File: src/rtl/mux_channel_scanner_if.sv
// Handshake and data bundle between the channel scanner, its controller and the 4:1 mux stage.
// The master side is the controller/mux pair; the slave side is the scanner itself.
interface mux_channel_scanner_if;
    localparam int unsigned VEC_W = 4;
    localparam int unsigned CNT_W = 8;

    logic             start;
    logic             mode;
    logic             abort;
    logic             y;
    logic             s1;
    logic             s0;
    logic             busy;
    logic             done;
    logic [VEC_W-1:0] sample_vec;
    logic [CNT_W-1:0] scan_cnt;

    modport master (
        output start, mode, abort, y,
        input  s1, s0, busy, done, sample_vec, scan_cnt
    );

    modport slave (
        input  start, mode, abort, y,
        output s1, s0, busy, done, sample_vec, scan_cnt
    );
endinterface

File: src/rtl/mux_channel_scanner.sv
// Sequencer for the 4:1 mux stage: walks the select through channels 0..3, lets each one
// settle for DWELL cycles, samples y once per channel and publishes the packed result with a
// one-cycle done pulse. Runs single-shot or back-to-back; abort drops back to IDLE at once.
module mux_channel_scanner #(
    parameter int unsigned DWELL = 2,
    parameter int unsigned CNT_W = 4
) (
    input logic                  clk,
    input logic                  rst_n,
    mux_channel_scanner_if.slave bus
);

    localparam int unsigned VEC_W  = 4;
    localparam int unsigned SCAN_W = 8;
    localparam int unsigned CH_W   = 2;

    localparam logic [CNT_W-1:0] DWELL_LAST = CNT_W'(DWELL - 1);
    localparam logic [CH_W-1:0]  CH_LAST    = CH_W'(VEC_W - 1);

    typedef enum logic [1:0] {
        IDLE,
        SETTLE,
        SAMPLE,
        DONE
    } state_t;

    state_t              state;
    logic [CNT_W-1:0]    dwell_cnt;
    logic [CH_W-1:0]     ch;
    logic [VEC_W-2:0]    shadow;
    logic                s1_q;
    logic                s0_q;
    logic                busy_q;
    logic                done_q;
    logic [VEC_W-1:0]    vec_q;
    logic [SCAN_W-1:0]   scan_q;

    assign bus.s1         = s1_q;
    assign bus.s0         = s0_q;
    assign bus.busy       = busy_q;
    assign bus.done       = done_q;
    assign bus.sample_vec = vec_q;
    assign bus.scan_cnt   = scan_q;

    // Scan sequencer: state, channel/dwell tracking and every registered output.
    always_ff @(posedge clk) begin
        if (!rst_n) begin
            state     <= IDLE;
            dwell_cnt <= '0;
            ch        <= '0;
            shadow    <= '0;
            s1_q      <= 1'b0;
            s0_q      <= 1'b0;
            busy_q    <= 1'b0;
            done_q    <= 1'b0;
            vec_q     <= '0;
            scan_q    <= '0;
        end else begin
            done_q <= 1'b0;

            if ((state != IDLE) && bus.abort) begin
                // Partial samples are dropped; published results stay untouched.
                state     <= IDLE;
                dwell_cnt <= '0;
                ch        <= '0;
                shadow    <= '0;
                s1_q      <= 1'b0;
                s0_q      <= 1'b0;
                busy_q    <= 1'b0;
            end else begin
                unique case (state)
                    IDLE: begin
                        s1_q <= 1'b0;
                        s0_q <= 1'b0;
                        if (bus.start && !bus.abort) begin
                            state     <= SETTLE;
                            ch        <= '0;
                            dwell_cnt <= '0;
                            busy_q    <= 1'b1;
                        end
                    end

                    SETTLE: begin
                        if (dwell_cnt == DWELL_LAST) begin
                            state <= SAMPLE;
                        end else begin
                            dwell_cnt <= dwell_cnt + CNT_W'(1);
                        end
                    end

                    SAMPLE: begin
                        if (ch != CH_LAST) begin
                            // Capture this channel and move the select on the same edge.
                            unique case (ch)
                                2'd0:    shadow[0] <= bus.y;
                                2'd1:    shadow[1] <= bus.y;
                                default: shadow[2] <= bus.y;
                            endcase
                            ch        <= ch + CH_W'(1);
                            {s1_q, s0_q} <= ch + CH_W'(1);
                            dwell_cnt <= '0;
                            state     <= SETTLE;
                        end else begin
                            vec_q  <= {bus.y, shadow};
                            scan_q <= scan_q + SCAN_W'(1);
                            done_q <= 1'b1;
                            state  <= DONE;
                        end
                    end

                    DONE: begin
                        ch        <= '0;
                        dwell_cnt <= '0;
                        s1_q      <= 1'b0;
                        s0_q      <= 1'b0;
                        if (bus.mode) begin
                            state <= SETTLE;
                        end else begin
                            state  <= IDLE;
                            busy_q <= 1'b0;
                        end
                    end

                    default: begin
                        state  <= IDLE;
                        busy_q <= 1'b0;
                    end
                endcase
            end
        end
    end

    // Handshake sanity: done is a lone pulse and only ever seen while busy.
    always @(posedge clk) begin
        if (rst_n) begin
            assert (!done_q || busy_q);
        end
    end

endmodule

File: src/flat_wrapper.sv
// flat-port wrapper written by rule: the top's interface ports become plain ports
module mux_channel_scanner_flat 
#(
    parameter int unsigned DWELL = 2,
    parameter int unsigned CNT_W = 4
)
  (clk, rst_n, bus_start, bus_mode, bus_abort, bus_y, bus_s1, bus_s0, bus_busy, bus_done, bus_sample_vec, bus_scan_cnt);
  mux_channel_scanner_if bus_i ();
  input logic clk;
  input logic rst_n;
  input wire logic [$bits(bus_i.start)-1:0] bus_start;
  input wire logic [$bits(bus_i.mode)-1:0] bus_mode;
  input wire logic [$bits(bus_i.abort)-1:0] bus_abort;
  input wire logic [$bits(bus_i.y)-1:0] bus_y;
  output wire logic [$bits(bus_i.s1)-1:0] bus_s1;
  output wire logic [$bits(bus_i.s0)-1:0] bus_s0;
  output wire logic [$bits(bus_i.busy)-1:0] bus_busy;
  output wire logic [$bits(bus_i.done)-1:0] bus_done;
  output wire logic [$bits(bus_i.sample_vec)-1:0] bus_sample_vec;
  output wire logic [$bits(bus_i.scan_cnt)-1:0] bus_scan_cnt;
  assign bus_i.start = bus_start;
  assign bus_i.mode = bus_mode;
  assign bus_i.abort = bus_abort;
  assign bus_i.y = bus_y;
  assign bus_s1 = bus_i.s1;
  assign bus_s0 = bus_i.s0;
  assign bus_busy = bus_i.busy;
  assign bus_done = bus_i.done;
  assign bus_sample_vec = bus_i.sample_vec;
  assign bus_scan_cnt = bus_i.scan_cnt;
  mux_channel_scanner #(.DWELL(DWELL), .CNT_W(CNT_W)) u_core (.clk(clk), .rst_n(rst_n), .bus(bus_i));
endmodule
File: config.mk
export PLATFORM = sky130hd
export DESIGN_NAME = mux_channel_scanner_flat
export DESIGN_NICKNAME = d
export VERILOG_FILES = /design/src/rtl/mux_channel_scanner_if.sv /design/src/rtl/mux_channel_scanner.sv /design/src/flat_wrapper.sv
export SDC_FILE = /design/constraint.sdc
export NUM_CORES = 1
export LEC_CHECK = 0
export ABC_AREA = 1
export CAP_MARGIN = 15
export CORE_MARGIN = 1
export CORE_UTILIZATION = 50
export CTS_CLUSTER_DIAMETER = 150
export CTS_CLUSTER_SIZE = 16
export DETAILED_ROUTE_END_ITERATION = 6
export GPL_ROUTABILITY_DRIVEN = 1
export PLACE_DENSITY_LB_ADDON = 0.25
export REMOVE_ABC_BUFFERS = 1
export SETUP_SLACK_MARGIN = 0.1
export SYNTH_ARGS = -nofsm -noshare
export SYNTH_HDL_FRONTEND = slang
export SYNTH_SLANG_ARGS = --single-unit
export TNS_END_PERCENT = 10
File: constraint.sdc
create_clock -name clk -period 4.6 [get_ports clk]
set_clock_uncertainty 0.05 [all_clocks]
set_input_delay 0.46 -clock clk [delete_from_list [all_inputs] [get_ports clk]]
set_output_delay 0.46 -clock clk [all_outputs]
set_load 0.01 [all_outputs]
**Word level (Yosys, flattened, before mapping)**

Index checks and enable logic that the tools add are counted.

- Bits in registers: 27
- Bits in latches: 0
- RAM bits: 0
- Bits in read-only memories: 0
- Bits of input ports: 6
- Output and inout port bits: 16
- Word-level logic and storage cells: 73
- Memories kept: 0

- Add/subtract/negate cells: 3
- Multipliers: 0
- Divide/modulo/power cells: 0
- $lt $le $gt $ge: 0
- Equality and inequality tests: 11
- Shifts and indexed selects: 0
- Muxes and demuxes: 20
- Bitwise operators: 5
- Reductions and logical operators: 22

Operators by type and width:

| operator | count |
|---|---|
| AND reduction 3 bit | 7 |
| one-hot mux 4 bit (4 select lines) | 1 |
| 2-to-1 mux 4 bit | 3 |
| 2-to-1 mux 2 bit | 5 |
| adder 8 x 1 -> 8 bit (second input constant) | 1 |
| one-hot mux 2 bit (4 select lines) | 1 |
| 2-to-1 mux 1 bit | 6 |
| inequality test 2 x 1 -> 1 bit (second input constant) | 3 |
| inequality test 2 bit (second input constant) | 3 |
| one-hot mux 1 bit (2 select lines) | 3 |
| one-hot mux 2 bit (3 select lines) | 1 |
| nonzero test 2 bit | 3 |
| OR reduction 2 bit | 3 |
| inverter 1 bit | 5 |
| adder 4 x 1 -> 4 bit (second input constant) | 1 |
| == test 2 x 1 -> 1 bit (second input constant) | 2 |
| == test 2 bit (second input constant) | 2 |
| == test 4 x 1 -> 1 bit (second input constant) | 1 |
| logical NOT 2 bit | 2 |
| AND reduction 2 bit | 2 |
| nonzero test 3 bit | 1 |
| OR reduction 3 bit | 1 |
| adder 2 x 1 -> 2 bit (second input constant) | 1 |
| logical AND 1 bit | 2 |
| logical NOT 1 bit | 1 |

**Longest topological paths before layout**

- Depth in word-level cells: 4
- Depth in mapped cells: 9
- Gate-level depth less buffers: 9

**Least setup slack after synthesis**

No wires, ideal clock.

- Path kind: reg2reg
- Start point: register u_core.state[0]
- End point: register u_core.scan_q[4], in the netlist u_core.bus.scan_cnt[4]
- Setup time: 0.078 ns
- Data arrival time: 1.346 ns
- Data required time: 4.472 ns
- Slack: 3.127 ns
- Cell stages (with the launch flop): 9
- Path buffers: 1
- Clock period less this slack: 1.473 ns
- Cell sequence: dfxtp_1 inv_1 ha_1 nand2_4 clkinv_2 nand2_2 buf_6 nor3_1 nor3_1

- Cells in the longest elaborated chain, start to end: 4
- Elaborated cells on any way between the ends: 5
- Those cells by class: 1 x eq/ne; 1 x bitwise; 3 x reduce/logical

RTL lines:

| what | RTL line | RTL |
|---|---|---|
| from (decl) | mux_channel_scanner.sv:27 | `state_t state;` |
| from (signal assigned) | mux_channel_scanner.sv:48 | `state <= IDLE;` |
| from (signal assigned) | mux_channel_scanner.sv:63 | `state <= IDLE;` |
| from (signal assigned) | mux_channel_scanner.sv:76 | `state <= SETTLE;` |
| nonzero test 2 bit | mux_channel_scanner.sv:61 | `if ((state != IDLE) && bus.abort) begin` |
| logical AND 1 bit | mux_channel_scanner.sv:61 |  |
| inverter 1 bit (no source line) | n/a |  |
| AND reduction 3 bit (no source line) (*) | n/a |  |
| to (signal assigned) | mux_channel_scanner.sv:105 | `scan_q <= scan_q + SCAN_W'(1);` |
| to (decl) | mux_channel_scanner.sv:36 | `logic [SCAN_W-1:0] scan_q;` |

Mark *: on every way between the ends. The rest lies on a longest branch, timed or not.
A chain may end at the register's enable or synchronous reset.

**Worst setup path in the final report**

- Start point: register u_core.scan_q[3], in the netlist u_core.bus.scan_cnt[3]
- End point: output port bus_scan_cnt[3]

RTL lines:

| what | RTL line | RTL |
|---|---|---|
| to (decl) | flat_wrapper.sv:20 | `output wire logic [$bits(bus_i.scan_cnt)-1:0] bus_scan_cnt;` |

No word-level cell between the ends.

==> reports/metrics.yaml <==
critical_path:
  path_depth: 1
  critPathRequiredTime_ps: 4090
  reg2reg_from: "u_core.state[0]"
  endpoint_kind: "output port"
  reg2regPathDepth: 8
  timing.rr.end: "u_core.bus.busy"
  arrival_ps: 1340
  cp_top_family: "buffers and inverters"
  cp_slowest_cell: "clkdlybuf4s50_1"
  crit_buf_inv: 1
  critPathKind: "register to output port"
  crit_path_max_fanout: 5
  slowest_delay_ps: 570
  startpoint_type: "register"
  worstPathCellList: "clkdlybuf4s50_1"
  reg2reg_slack_ps: 2850
global_routing:
  grt_pass1_vias: 1220
  overflow: 0
  grt_max_degree: 17
  grt_pass1_wl_um: 5043
  track_usage_pct: 19.83
  antenna_found_initial: 0
logic_synthesis:
  ys_seq_area_share_pct: 37.99
  syn_area_um2: 1423
  ys_top_cells_by_area: "dfxtp_1 (38%), ha_1 (11%), inv_1 (7.9%)"
  yosysTopAreaCell: "dfxtp_1"
  synth_cell_types: 24
  syn_avg_cell_area_um2: 7.295
  yosys.area.top_type_share_pct: 37.99
  synth_cells: 195
  yosys_warnings: 0
  synth-seq-cells: 27
die:
  core-area_um2: 2590
  initial_utilization_pct: 54.93
  boundaryPins: 22
  die_x_um: 55.34
  dieArea_um2: 3063
  die_h_um: 55.34
  rows: 18
timing:
  rsz0062_at_grt: "no"
  drv_slew: 0
  period_share_pct: 40.16
  timing.fmax_mhz: 541.3
  slew_headroom_pct: 71.71
  worst_pin_slew_ps: 423.0
  fin_setup_tns_ps: 0
  setup_violations: 0
  finalHoldViolations: 0
  period_minus_slack_ps: 1847
clock_tree:
  htree_levels: 1
  clock_tree.buffer_depth: 2
  hold_buffers: 0
  cts_resized: 0
  cts-root-buf: "clkbuf_4"
  clk_latency_ps: 320
  post-cts-setup-buffers: 0
  clkTransAtPathRegs_ps: 150
  clock_sinks: 27
  cts_tree: "built"
  cts_made_buffers: 3
layout:
  syn_to_final_growth_pct: 18.47
  n_fill_cell: 240
  seqCellArea_um2: 540.5
  multiInputGateArea_um2: 749.5
  antenna_cells: 0
  fin_nets: 237
  drive_above_1_share_pct: 7.798
min_path:
  hold_depth: 2
  hp-class: "register to register"
  hold_path_end: "u_core.bus.s0"
  min_from: "u_core.bus.s0"
placed_design:
  dp_hpwl_um: 2156
  place_congestion: 0.8205
  port_buffers: 21
outcome:
  outcome: "completed"
route:
  ant_nets: 0
  via_per_inst: 5.145
  routed-via-count: 1276
  routed_wl_um: 2816
  firstDrtPassIters: 4
  wire_per_inst_um: 11.35
  drc_errors: 0
  drt_iter0_markers: 40
power:
  power.leakage_nw: 0.6921
  total_power_mw: 0.6136
  ir_worst_vdd_mv: 0.2637
  pwr_density_cell_nw_per_um2: 364.0
job:
  cap_violations: 0
==> cells in the final DEF (no fill, tap or decap), types with 2 or more instances in the layout <==
master / count
clkdlybuf4s50_1: 21
a21oi_1: 14
nand2_1: 30
nor2_1: 26
nand2_4: 2
o21ai_1: 2
o21ai_0: 13
nor2_2: 4
nor3_1: 5
inv_1: 30
nand2_2: 3
nand3_1: 16
clkbuf_4: 3
dfxtp_1: 27
ha_1: 12
==> metrics by stage <==
step	worst slack (ps)	instance area (um^2)	std cells	util [%]	hold WS [ps]
finish	2753	1685	248	65.07	425.4
global route	2695	1685	248	65.07	460.0
CTS	2747	1685	248	65.07	431.3
detailed placement	2659	1655	244	63.91	405.2
global placement	2717	1655	244	63.91	408.6
floorplan	3105	1408	193	-	396.3
==> sequential cells by signal, summed over array words and instances, names as in the netlist <==
register / flops
u_core.shadow: 3
u_core.bus.sample_vec: 4
u_core.bus.busy: 1
u_core.bus.done: 1
u_core.state: 2
u_core.dwell_cnt: 4
u_core.bus.s0: 1
u_core.ch: 2
u_core.bus.scan_cnt: 8
u_core.bus.s1: 1
==> layout make-up <==
class,instances,share of cell area [%]
Multi-Input combinational cell,135,44.47
Sequential cell,27,32.07
Timing Repair Buffer,21,12.47
Inverter,31,6.978
Tap cell,30,2.227
Clock buffer,3,1.336
Clock inverter,1,0.4454
==> routing by layer <==
| layer | vias to the layer above | track usage (%) | wire (um) |
|---|---|---|---|
| met5 | - | 0 | 0 |
| met4 | 0 | 7.857 | 45 |
| met3 | 7 | 2.342 | 80 |
| met2 | 27 | 34.25 | 1407 |
| met1 | 576 | 25.00 | 1282 |
| li1 | 666 | - | - |
==> cells by family after synthesis <==
group / synth area share (%)
flops: 37.99
xor+xnor: 0.6158
simple gates: 29.20
buf+inv: 9.322
fa+ha+maj: 10.55
compound gates: 12.31
==> cell usage after synthesis <==
cell,n
nand2_2,3
o21ai_1,2
nor2_2,4
xnor2_1,1
nand2_1,30
nand3_1,16
a21oi_4,1
clkbuf_1,1
nand3_2,1
inv_1,30
buf_6,1
nor3_1,5
ha_1,12
a21boi_0,1
nor2_1,26
nand4_1,1
o21ai_0,13
dfxtp_1,27
a21oi_1,14
a31oi_1,1
clkinv_2,1
nor2_4,1
nor4_1,1
nand2_4,2
==> where the power goes <==
part           internal [mW]  switching (mW)  total [mW]
logic                 0.0832           0.153       0.236
clock network         0.0333          0.0711       0.104
registers              0.253          0.0204       0.273
==> how the worst max path moves through the flow <==
stage	startpoint	to	slack, ps
after detailed placement	rst_n	u_core.bus.busy	2660
after global routing	u_core.bus.scan_cnt[3]	bus_scan_cnt[3]	2690
final	u_core.bus.scan_cnt[3]	bus_scan_cnt[3]	2750
after floorplan	u_core.state[0]	u_core.bus.scan_cnt[6]	3110
after global placement	rst_n	u_core.bus.busy	2720
after CTS	u_core.bus.scan_cnt[3]	bus_scan_cnt[3]	2750
Power figures use the tool's default switching activity.
